--- src/rtl/riscv_mem_arb.sv ---
// Round-robin arbiter that shares one memory port between instruction fetch (IF)
// and execute-stage load/store (EX), with an in-order owner FIFO for response routing.
module riscv_mem_arb #(
    parameter int AW    = 32,
    parameter int DW    = 32,
    parameter int DEPTH = 4
) (
    input  logic              clk,
    input  logic              rst,

    input  logic              if_req_rdy,
    output logic              if_req_ack,
    input  logic [AW-1:0]     if_req_addr,
    output logic              if_rsp_rdy,
    input  logic              if_rsp_ack,
    output logic [DW-1:0]     if_rsp_data,

    input  logic              ex_req_rdy,
    output logic              ex_req_ack,
    input  logic [AW-1:0]     ex_req_addr,
    input  logic              ex_req_we,
    input  logic [DW/8-1:0]   ex_req_be,
    input  logic [DW-1:0]     ex_req_wdata,
    output logic              ex_rsp_rdy,
    input  logic              ex_rsp_ack,
    output logic [DW-1:0]     ex_rsp_data,

    output logic              mem_req_rdy,
    input  logic              mem_req_ack,
    output logic [AW-1:0]     mem_req_addr,
    output logic              mem_req_we,
    output logic [DW/8-1:0]   mem_req_be,
    output logic [DW-1:0]     mem_req_wdata,
    input  logic              mem_rsp_rdy,
    output logic              mem_rsp_ack,
    input  logic [DW-1:0]     mem_rsp_data,

    output logic              err
);
    localparam int   PW     = $clog2(DEPTH);
    localparam logic OWN_IF = 1'b0;
    localparam logic OWN_EX = 1'b1;

    logic             last_grant_q, last_grant_d;
    logic             lock_q, lock_d;
    logic             lock_owner_q, lock_owner_d;
    logic [PW:0]      wr_ptr_q, wr_ptr_d;
    logic [PW:0]      rd_ptr_q, rd_ptr_d;
    logic [DEPTH-1:0] owner_q, owner_d;
    logic             err_q, err_d;

    logic grant;
    logic granted_rdy;
    logic full;
    logic empty;
    logic head;
    logic push;
    logic pop;
    logic req_ack;
    logic rsp_live;

    // Request side: grant selection and muxing are purely combinational.
    always_comb begin
        full  = (wr_ptr_q[PW] != rd_ptr_q[PW]) && (wr_ptr_q[PW-1:0] == rd_ptr_q[PW-1:0]);
        empty = (wr_ptr_q == rd_ptr_q);

        if (lock_q) begin
            grant = lock_owner_q;
        end else if (if_req_rdy && ex_req_rdy) begin
            grant = (last_grant_q == OWN_IF) ? OWN_EX : OWN_IF;
        end else if (ex_req_rdy) begin
            grant = OWN_EX;
        end else begin
            grant = OWN_IF;
        end

        granted_rdy = (grant == OWN_EX) ? ex_req_rdy : if_req_rdy;
        mem_req_rdy = !rst && granted_rdy && !full;
        req_ack     = !rst && mem_req_ack && !full;
        if_req_ack  = req_ack && (grant == OWN_IF);
        ex_req_ack  = req_ack && (grant == OWN_EX);
        push        = mem_req_rdy && mem_req_ack;

        if (grant == OWN_EX) begin
            mem_req_addr  = ex_req_addr;
            mem_req_we    = ex_req_we;
            mem_req_be    = ex_req_be;
            mem_req_wdata = ex_req_wdata;
        end else begin
            mem_req_addr  = if_req_addr;
            mem_req_we    = 1'b0;
            mem_req_be    = '1;
            mem_req_wdata = '0;
        end
    end

    // Response side: the oldest outstanding tag decides who sees the response.
    always_comb begin
        head        = owner_q[rd_ptr_q[PW-1:0]];
        rsp_live    = !rst && !empty && mem_rsp_rdy;
        if_rsp_rdy  = rsp_live && (head == OWN_IF);
        ex_rsp_rdy  = rsp_live && (head == OWN_EX);
        mem_rsp_ack = !rst && !empty && ((head == OWN_EX) ? ex_rsp_ack : if_rsp_ack);
        pop         = rsp_live && mem_rsp_ack;
        if_rsp_data = mem_rsp_data;
        ex_rsp_data = mem_rsp_data;
        err         = err_q;
    end

    always_comb begin
        wr_ptr_d     = wr_ptr_q + (PW+1)'(push);
        rd_ptr_d     = rd_ptr_q + (PW+1)'(pop);
        last_grant_d = push ? grant : last_grant_q;
        lock_d       = lock_q;
        lock_owner_d = lock_owner_q;
        owner_d      = owner_q;
        err_d        = err_q || (mem_rsp_rdy && empty);

        // A presented but unaccepted request pins the grant until memory takes it.
        if (push) begin
            lock_d = 1'b0;
        end else if (mem_req_rdy) begin
            lock_d       = 1'b1;
            lock_owner_d = grant;
        end

        for (int i = 0; i < DEPTH; i++) begin
            if (push && (wr_ptr_q[PW-1:0] == PW'(i))) begin
                owner_d[i] = grant;
            end
        end
    end

    always_ff @(posedge clk) begin
        if (rst) begin
            last_grant_q <= OWN_IF;
            lock_q       <= 1'b0;
            lock_owner_q <= OWN_IF;
            wr_ptr_q     <= '0;
            rd_ptr_q     <= '0;
            owner_q      <= '0;
            err_q        <= 1'b0;
        end else begin
            last_grant_q <= last_grant_d;
            lock_q       <= lock_d;
            lock_owner_q <= lock_owner_d;
            wr_ptr_q     <= wr_ptr_d;
            rd_ptr_q     <= rd_ptr_d;
            owner_q      <= owner_d;
            err_q        <= err_d;
        end
    end

endmodule

--- config.mk ---
export PLATFORM = sky130hd
export DESIGN_NAME = riscv_mem_arb
export DESIGN_NICKNAME = d
export VERILOG_FILES = /design/src/rtl/riscv_mem_arb.sv
export SDC_FILE = /design/constraint.sdc
export NUM_CORES = 1
export LEC_CHECK = 0
export ABC_AREA = 1
export CAP_MARGIN = 15
export CORE_AREA = 2 2 109 111
export DETAILED_ROUTE_END_ITERATION = 12
export DIE_AREA = 0 0 111 113
export GPL_TIMING_DRIVEN = 0
export HOLD_SLACK_MARGIN = 0.12
export REMOVE_ABC_BUFFERS = 1
export SYNTH_ARGS = -nofsm -noshare
export SYNTH_HDL_FRONTEND = slang
export SYNTH_SLANG_ARGS = --single-unit
--- constraint.sdc ---
create_clock -name clk -period 1.7 [get_ports clk]
set_clock_uncertainty 0.15 [all_clocks]
set_input_delay 0.34 -clock clk [delete_from_list [all_inputs] [get_ports clk]]
set_output_delay 0.34 -clock clk [all_outputs]
set_load 0.01 [all_outputs]
# == Word level (Yosys, flattened, before mapping) ==
# Index checks and enable logic that the tools add are counted.
# word_totals
latch_bits,0
mem_bits_rw,0
wordCells,61
reg_bits,14
rom_bits,0
n_memories,0
# op_classes
n_addsub,2
n_reduce_logical,27
shift,0
mul,0
n_div,0
bitwise_logic,3
magnitude_cmp,1
eq_ne,6
mux,12
# op_table
op,n
2-to-1 mux 32 bit,2
logical AND 1 bit,20
2-to-1 mux 1 bit,8
adder 3 x 1 -> 3 bit,2
"equality test 2 bit, second input constant",2
2-to-1 mux 4 bit,1
equality test 3 bit,1
zero test 1 bit,3
"less-than comparator 2 x 3 -> 1 bit, second input constant",1
inverter 1 bit,3
binary-select mux 1 bit (select 2 bit),1
"equality test 2 x 1 -> 1 bit, second input constant",1
equality test 2 bit,1
zero test 2 bit,1
AND reduction 2 bit,1
OR reduction 2 bit,1
logical OR 1 bit,1
!= test 1 bit,1

# == Logic depth before layout (Yosys ltp) ==
# Gate-level depths: netlist of the first run.
# depth
depth_word,9
ltp_mapped,12
mapped_depth_nobuf,12

# == Worst setup path before layout of the first run ==
# OpenSTA, ideal clock, no wires.
# synth_path
path_type,reg2reg
from,register wr_ptr_q[0]
to,register wr_ptr_q[2]
arrival_time_ns,1.491
setup_ns,0.115
stages_incl_launch_ff,11
t_required_ns,1.435
period_less_slack_ns,1.756
path_buffers,0
setup_slack_ns,-0.056
path_cell_list,dfxtp_1 > xnor2_1 > nand3_2 > nand2_2 > inv_2 > nand2_4 > inv_1 > ha_1 > ha_1 > xnor2_1 > nor2_1
# synth_via
elab_chain_cells,6
# synth_lines
item,line_no,rtl
start: declaration,47,"logic [PW:0] wr_ptr_q, wr_ptr_d;"
start signal: assignment,147,wr_ptr_q <= wr_ptr_d;
equality test 2 bit,64,full = (wr_ptr_q[PW] != rd_ptr_q[PW]) && (wr_ptr_q[PW-1:0] == rd_ptr_q[PW-1:0]);
logical AND 1 bit,64,
zero test 1 bit,78,mem_req_rdy = !rst && granted_rdy && !full;
logical AND 1 bit,78,
logical AND 1 bit,82,push = mem_req_rdy && mem_req_ack;
named net push,57,logic push;
adder 3 x 1 -> 3 bit,111,wr_ptr_d = wr_ptr_q + (PW+1)'(push);
# The timed path passes the listed nets, and every way through them passes these cells.
# A chain may end at the register's enable or synchronous reset.

# == Worst setup path after layout of the first run ==
# layout_path
from,register lock_q
to,output port mem_req_wdata[25]
# layout_via
elab_chain_cells,2
# layout_lines
item,line_no,rtl
start: declaration,45,"logic lock_q, lock_d;"
start signal: assignment,145,lock_q <= lock_d;
2-to-1 mux 1 bit,67,if (lock_q) begin
2-to-1 mux 32 bit,84,if (grant == OWN_EX) begin
end: declaration,33,"output logic [DW-1:0] mem_req_wdata,"
# Every way passes these cells.

==> run metrics, run 1 <==
cells after synthesis=372; synth warn=0; vias in the first global route=2920; Clock Path Buffers=2; main combinational cell family by area after synthesis=simple AND/OR/NAND/NOR gates; Synth Flop Type=dfxtp_1; clock root buffer=clkbuf_16; Placer Congestion=between 0.9 and 1; residual DRC count=0; final setup TNS=-18410 ps; simple-gate share of the synthesized area=0.414; area leader, netlist=buf_4; Cell Area, Placed=3510 um^2; slew margin rel.=0.835; Die Y-Extent=around 110 um; routed vias=3096; commonest cells in the netlist=120 x nand2_1, 65 x buf_4, 61 x inv_1, 55 x nor2_1, 14 x dfxtp_1; P&R area growth vs syn=141%; CTS Hold Buffers Added=0; top-count cell post-synth=nand2_1; pwr dens=488 nW/um^2; CP startpoint kind=flip-flop; synth top area cells=buf_4 24%, nand2_1 22%, dfxtp_1 14%; FF/Latch Area=307 um^2; die area=roughly 13000 um^2; wire per inst=about 26 um; RSZ-0062 raised after global routing=yes; Worst Setup Slack, final=-309 ps; Post-Synth Adder-Cell Area=0.0247; Initial Util=0.180; Pwr Total=2.38 mW; Remaining Overflow, GRT=0; critical path type=flip-flop to output pin; Post-DRT Antenna Nets=0; core area=roughly 11000 um^2; fmax=498 MHz; worst vdd ir=0.000377 V; HP Class=flip-flop to flip-flop; CTS tree=done; Final Util=0.433; Syn Area/Cell=~5.4 um^2; io pins=281; HPWL after detailed placement=12.8 mm; final setup vio count=83; Worst-path clk slew=50 ps; min Tclk post-route=2010 ps; final period utilization=1.18; largest net degree at the start of global routing=13; multi-input combinational cell area=1530 um^2; post-synthesis sequential area ratio=0.138; fillcell total=1117; R2R cell count=13; CP max FO=6; Synth Area in Compound Gates=0.0210; routed wire length=17.6 mm; area of all placed cells without fillers=4880 um^2; share of the synthesized area in the top cell type=0.241; Fin. Hold Viols=0; Max Slew Vio Count=0; crit path DAT=1520 ps; maxcap violations=0; Crit path required time=1210 ps; IO Port Bufs=184; later-pin clock latency in the skew report=250 ps; clock sinks=14; global-route wire length before repair=22.3 mm; detailed router's first-iteration violation count=140; Pre-Repair DR Iteration Count=4; CP Capture Type=output pin; failing checks=setup timing; mux cell area share after synthesis=0; Yosys reg bits=14; Worst Tran Pin Value=between 200 and 250 ps; nets=a little under 700; post-synth cell types=23; Cell Area, Synth=~2000 um^2; total CTS buffers=3; overall routing resource usage=0.255; status=finished with violations; Rows=39; initial antenna violation count=3; vias per inst=4.48; XOR/XNOR share of the synthesized area=0.0130; layout cells sized above 1=0.483; Async S/R FF share, synth=0; CTS H-tree lvls=1; Die W=between 100 and 150 um; P_leak=2.35 nW; hold path depth=1; Post-synth EDFFs=0
-- flip-flops by register name, summed over array words and instances, names as in the netlist --
signal	cells
lock_owner_q	1
lock_q	1
rd_ptr_q	3
wr_ptr_q	3
owner_q	4
err	1
last_grant_q	1
-- final cells by class --
cell class / count / area share
sequential: 14 / 0.0628
clock buffer: 3 / 0.0154
inverter: 63 / 0.0536
timing repair buffer: 245 / 0.506
antenna: 1 / 0.000513
tap: 143 / 0.0367
multi-input combinational: 219 / 0.313
timing repair inverter: 3 / 0.0118
-- cell families after synthesis --
group | after synthesis
adder cells (fa/ha/maj) | 4
buffers and inverters | 141
AND/OR/NAND/NOR | 202
flip-flops | 14
AO/OA/AOI/OAI | 8
XOR/XNOR | 3
-- layer usage --
metal | share of wire | up-vias | global-route usage
li1 | - | 1390 | -
met1 | 0.31 | 1404 | 0.227
met2 | 0.47 | 260 | 0.434
met3 | 0.15 | 36 | 0.177
met4 | 0.060 | 6 | 0.127
met5 | 0.0044 | - | 0.0471
-- stage by stage --
| stage | cells | setup slack (ps) | hold slack (ps) |
|---|---|---|---|
| 2_1_floorplan | 294 | -306 | 261 |
| 3_3_place_gp | 621 | -1880 | 309 |
| 3_5_place_dp | 622 | -1630 | 307 |
| 4_1_cts | 673 | -341 | 323 |
| 5_1_grt | 690 | -353 | 351 |
| 6_report | 691 | -309 | 320 |
-- report_power, final --
part,internal [mW],switching [mW]
registers,0.335,0.0135
logic,0.862,0.720
clock network,0.308,0.142
-- path summary, 6_finish.rpt --
path | slack [ps] | end | from
max | -310 | mem_req_wdata[25] | lock_q
min | 320 | err | err
max reg2reg | -210 | wr_ptr_q[2] | lock_q
min reg2reg | 320 | err | err
-- worst max-delay path: stages, from the launching register on --
cell	delay [ps]
dfxtp_4	360
inv_2	70
nand3_4	110
nand2_8	140
buf_8	140
inv_16	50
clkbuf_16	170
nor2_1	80
buf_2	140
-- cells in the final DEF (no fill, tap or decap), types with 2 or more instances in the layout --
cell,instances
clkdlybuf4s50_1,105
nand2_1,78
buf_6,58
inv_1,51
nand2_2,35
buf_2,33
nor2_4,28
buf_4,28
nor2_1,19
nand2_4,11
nand4_1,11
nor2_2,9
inv_2,8
clkbuf_16,6
dfxtp_4,6
buf_16,5
dfxtp_1,5
or2_1,4
ha_4,4
clkdlybuf4s15_1,4
buf_12,4
nand2_8,3
a21oi_2,3
o21ai_2,3
dfxtp_2,3
inv_4,2
nand3_4,2
nand3_2,2
dlygate4sd2_1,2
buf_8,2
-- repair_timing --
item | CTS | global route
buffers inserted | 39 | 15
pin swaps | 17 | 34
resized for setup | 365 | 197
endpoints found under the setup margin | 88 | 82
cloned | 9 | 3
No activity file was read; power rests on OpenSTA's default activity.
==> run 2: changes to the inputs <==
- PLACE_DENSITY: default -> 0.68
==> run metrics, run 2 (same netlist as run 1, synthesis figures left out) <==
HPWL after detailed placement=12.8 mm; Die W=approximately 110 um; wire per inst=25.2 um; Die Y-Extent=around 110 um; residual DRC count=0; fmax=493 MHz; most frequent cells in the layout=105 x clkdlybuf4s50_1, 67 x nand2_1, 53 x inv_1; final setup TNS=-17110 ps; crit path DAT=1540 ps; detailed router's first-iteration violation count=111; io pins=~280; largest net degree at the start of global routing=13; die area=12500 um^2; CP startpoint kind=flip-flop; min-delay src=err; Flop pwr share=0.151; clock root buffer=clkbuf_16; IO Port Bufs=184; maxcap violations=0; total CTS buffers=3; largest reg by FF count=owner_q; Initial Util=0.180; nets=684; worst vdd ir=0.000419 V; Remaining Overflow, GRT=0; final setup vio count=85; Crit path required time=around 1200 ps; WHS=314 ps; Post-DRT Antenna Nets=0; critical path type=flip-flop to output pin; clock power share=0.218; CTS H-tree lvls=1; CTS Hold Buffers Added=0; Clock Path Buffers=2; Comb pwr share=0.631; vias per inst=~4.4; P_leak=2.25 nW; pwr dens=504 nW/um^2; routed vias=3008; hold path depth=1; RSZ-0062 raised after global routing=yes; Worst Tran Pin Value=454 ps; Pre-Repair DR Iteration Count=4; hold endpoint=err; slew margin rel.=0.697; commonest non-fill, non-tap cell in the layout=clkdlybuf4s50_1; P&R area growth vs syn=126%; reg2reg end=rd_ptr_q[2]; R2R cell count=8; HP Class=flip-flop to flip-flop; Final Util=0.406; final period utilization=1.19; number of flip-flops in the largest register=4; later-pin clock latency in the skew report=250 ps; cell-internal power=1.44 mW; Pwr Total=2.31 mW; vias in the first global route=3015; Worst-path clk slew=roughly 50 ps; Max Slew Vio Count=0; routed wire length=17.2 mm; overall routing resource usage=0.257; global-route wire length before repair=between 20 and 25 mm; Fin. Hold Viols=0; biggest regs=owner_q x4, rd_ptr_q x3, wr_ptr_q x3; Worst Setup Slack, final=-329 ps; CP max FO=7; switching share of total power=0.374; CP Capture Type=output pin; initial antenna violation count=0; CTS tree=done; core area=11300 um^2; failing checks=setup timing; antenna diode count=0; status=finished with violations; reg2reg start=rd_ptr_q[0]; clock sinks=14; R2R Setup Slk=-170 ps; Net Switching=0.863 mW; min Tclk post-route=2030 ps; layout cells sized above 1=0.476; Rows=39; Placer Congestion=0.909
## run 2: through the flow
| step | std cells | setup WS, ps | area [um^2] |
|---|---|---|---|
| 2_1_floorplan | 294 | -306 | 1470 |
| 3_3_place_gp | 621 | -1910 | 3490 |
| 3_5_place_dp | 621 | -1980 | 3490 |
| 4_1_cts | 666 | -316 | 4170 |
| 5_1_grt | 681 | -387 | 4580 |
| 6_report | 681 | -329 | 4580 |
## run 2: power groups by stage
| stage | Clock (mW) | Combinational (mW) | Sequential, mW |
|---|---|---|---|
| 6_report | 0.503 | 1.46 | 0.348 |
| 5_1_grt | 0.525 | 1.55 | 0.349 |
| 4_1_cts | 0.516 | 1.31 | 0.352 |
| 3_5_place_dp | 0 | 1.01 | 0.355 |
| 3_3_place_gp | 0 | 1.01 | 0.355 |
| 2_1_floorplan | 0 | 0.340 | 0.354 |
## run 2: final cells by class
class                   count  area, um^2
repair buffers            229        2130
multi-input cells         220        1500
fillers                  1184        6690
repair inverters            8         116
inverters                  63         258
clock buffers               4        88.8
flip-flops and latches     14         303
well taps                 143         179
## run 2: worst max-delay path by stage
| stage | slack, ps | startpoint | end |
|---|---|---|---|
| after CTS | -320 | last_grant_q | wr_ptr_q[2] |
| after detailed placement | -1980 | if_req_rdy | mem_req_addr[31] |
| after global placement | -1910 | if_req_rdy | mem_req_addr[8] |
| after global routing | -390 | lock_q | mem_req_addr[10] |
| final | -330 | lock_q | mem_req_be[3] |
| after floorplan | -310 | if_req_rdy | mem_req_be[0] |
## run 2: timing repair
action | CTS | global route
pin swaps | 26 | 30
buffers inserted | 31 | 19
hold endpoints to repair | 0 | 0
resized for setup | 463 | 91
endpoints found under the setup margin | 88 | 88
cloned | 10 | 1
## run 2: critical path: stages (launching register included)
cell and delay (ps):
dfxtp_4 350, inv_2 60, nand3_4 100, nand2_8 140, buf_12 140, inv_16 40, buf_8 110, or2_1 200
buf_2 140
## run 2: layer usage
layer	track usage	part of all wire	vias to the layer above
met4	0.110	0.050	2
met3	0.189	0.16	30
li1	-	-	1362
met1	0.229	0.30	1373
met5	0.0510	0.0042	-
met2	0.440	0.48	241
==> run 3: changes to the inputs <==
- GPL_ROUTABILITY_DRIVEN: default -> 0
==> run metrics, run 3 (same netlist as run 1, synthesis figures left out) <==
antenna diode count=0; Die Y-Extent=approximately 110 um; vias per inst=4.40; number of flip-flops in the largest register=4; final period utilization=1.19; min Tclk post-route=a little over 2000 ps; total placed cells including tap cells=roughly 620; Worst Setup Slack, final=-317 ps; Pre-Repair DR Iteration Count=4; CTS tree=done; io pins=281; Post-Layout Cell Count=680; initial antenna violation count=1; nets=between 600 and 700; Die W=111 um; routed wire length=between 15 and 20 mm; final setup TNS=-17080 ps; Final Util=0.434; CTS H-tree lvls=1; crit path DAT=1530 ps; slew margin rel.=0.814; core area=11300 um^2; HPWL after detailed placement=roughly 13 mm; RSZ-0062 raised after global routing=yes; fmax=~500 MHz; later-pin clock latency in the skew report=250 ps; wire per inst=25.4 um; CP Capture Type=output pin; area of all placed cells without fillers=4890 um^2; routed vias=2993; Remaining Overflow, GRT=0; die area=12500 um^2; Rows=39; overall routing resource usage=0.247; Post-DRT Antenna Nets=0; largest reg by FF count=owner_q; pwr dens=504 nW/um^2; HP Class=flip-flop to flip-flop; vias in the first global route=3032; largest net degree at the start of global routing=39; Crit path required time=1210 ps; critical path type=flip-flop to output pin; P&R area growth vs syn=141%; most frequent cells in the layout=105 x clkdlybuf4s50_1, 61 x nand2_1, 60 x buf_6; Pwr Total=roughly 2.5 mW; commonest non-fill, non-tap cell in the layout=clkdlybuf4s50_1; clock sinks=14; failing checks=setup timing; Initial Util=0.180; final setup vio count=80; global-route wire length before repair=21.7 mm; IO Port Bufs=184; Worst-path clk slew=~50 ps; Clock Path Buffers=2; total CTS buffers=3; maxcap violations=0; fillcell total=1118; status=finished with violations; WHS=327 ps; Cell Area, Placed=roughly 3500 um^2; layout cells sized above 1=0.505; P_leak=about 2.4 nW; worst slack, placed=-1970 ps; Max Slew Vio Count=0; residual DRC count=0; CP startpoint kind=flip-flop; biggest regs=owner_q x4, rd_ptr_q x3, wr_ptr_q x3; clock root buffer=clkbuf_16; CP max FO=6; Fin. Hold Viols=0; detailed router's first-iteration violation count=101; worst vdd ir=around 0.00041 V; CTS Hold Buffers Added=0; Worst Tran Pin Value=279 ps
## run 3: cell types whose count changed in the layout (fill, tap and decap cells not counted), moves of 5 or more
cell,delta
nor2_4,+8
nand2_4,+15
buf_6,+13
buf_12,+5
buf_2,-20
nand2_2,-10
nor2_2,+6
nor2_1,-14
nand2_1,-6
## run 3: layout make-up
cell class,count,area [um^2],share of cell area
Timing Repair Buffer,230,2310,0.471
Multi-Input combinational cell,219,1630,0.332
Sequential cell,14,304,0.0621
Inverter,63,259,0.0529
Tap cell,143,179,0.0366
Timing Repair inverter,7,130,0.0266
Clock buffer,4,88.8,0.0181
## run 3: per-layer routing
metal,track usage,share of wire,routed length (um)
met2,0.410,0.47,8160
met1,0.204,0.28,4860
met5,0.0510,0.0057,98
met4,0.129,0.065,1120
met3,0.204,0.18,3040
## run 3: report_power, final
group	internal [mW]	switching, mW
registers	0.336	0.0137
logic	0.854	0.760
clock network	0.357	0.148
total	1.55	0.921
## run 3: final timing paths
kind | startpoint | endpoint | slack, ps | cells after the start
worst max-delay path | lock_q | mem_req_addr[27] | -320 | 9
worst min-delay path | err | err | 330 | 1
worst max register to register | lock_q | wr_ptr_q[2] | -270 | 13
worst min register to register | err | err | 330 | 1
## run 3: timing repair
item	CTS	global route
buffers inserted	29	17
resized for setup	396	213
setup endpoints to repair	88	83
pin swaps	24	24
endpoints found under the hold margin	0	0
cloned	6	3
## run 3: worst max-delay path: stages, from the launching register on
cell and delay, ps:
dfxtp_4 390, inv_4 40, nand3_4 80, nand2_8 90, buf_12 150, buf_12 140, buf_12 140, nand2_4 50
nand2_2 60, buf_6 120
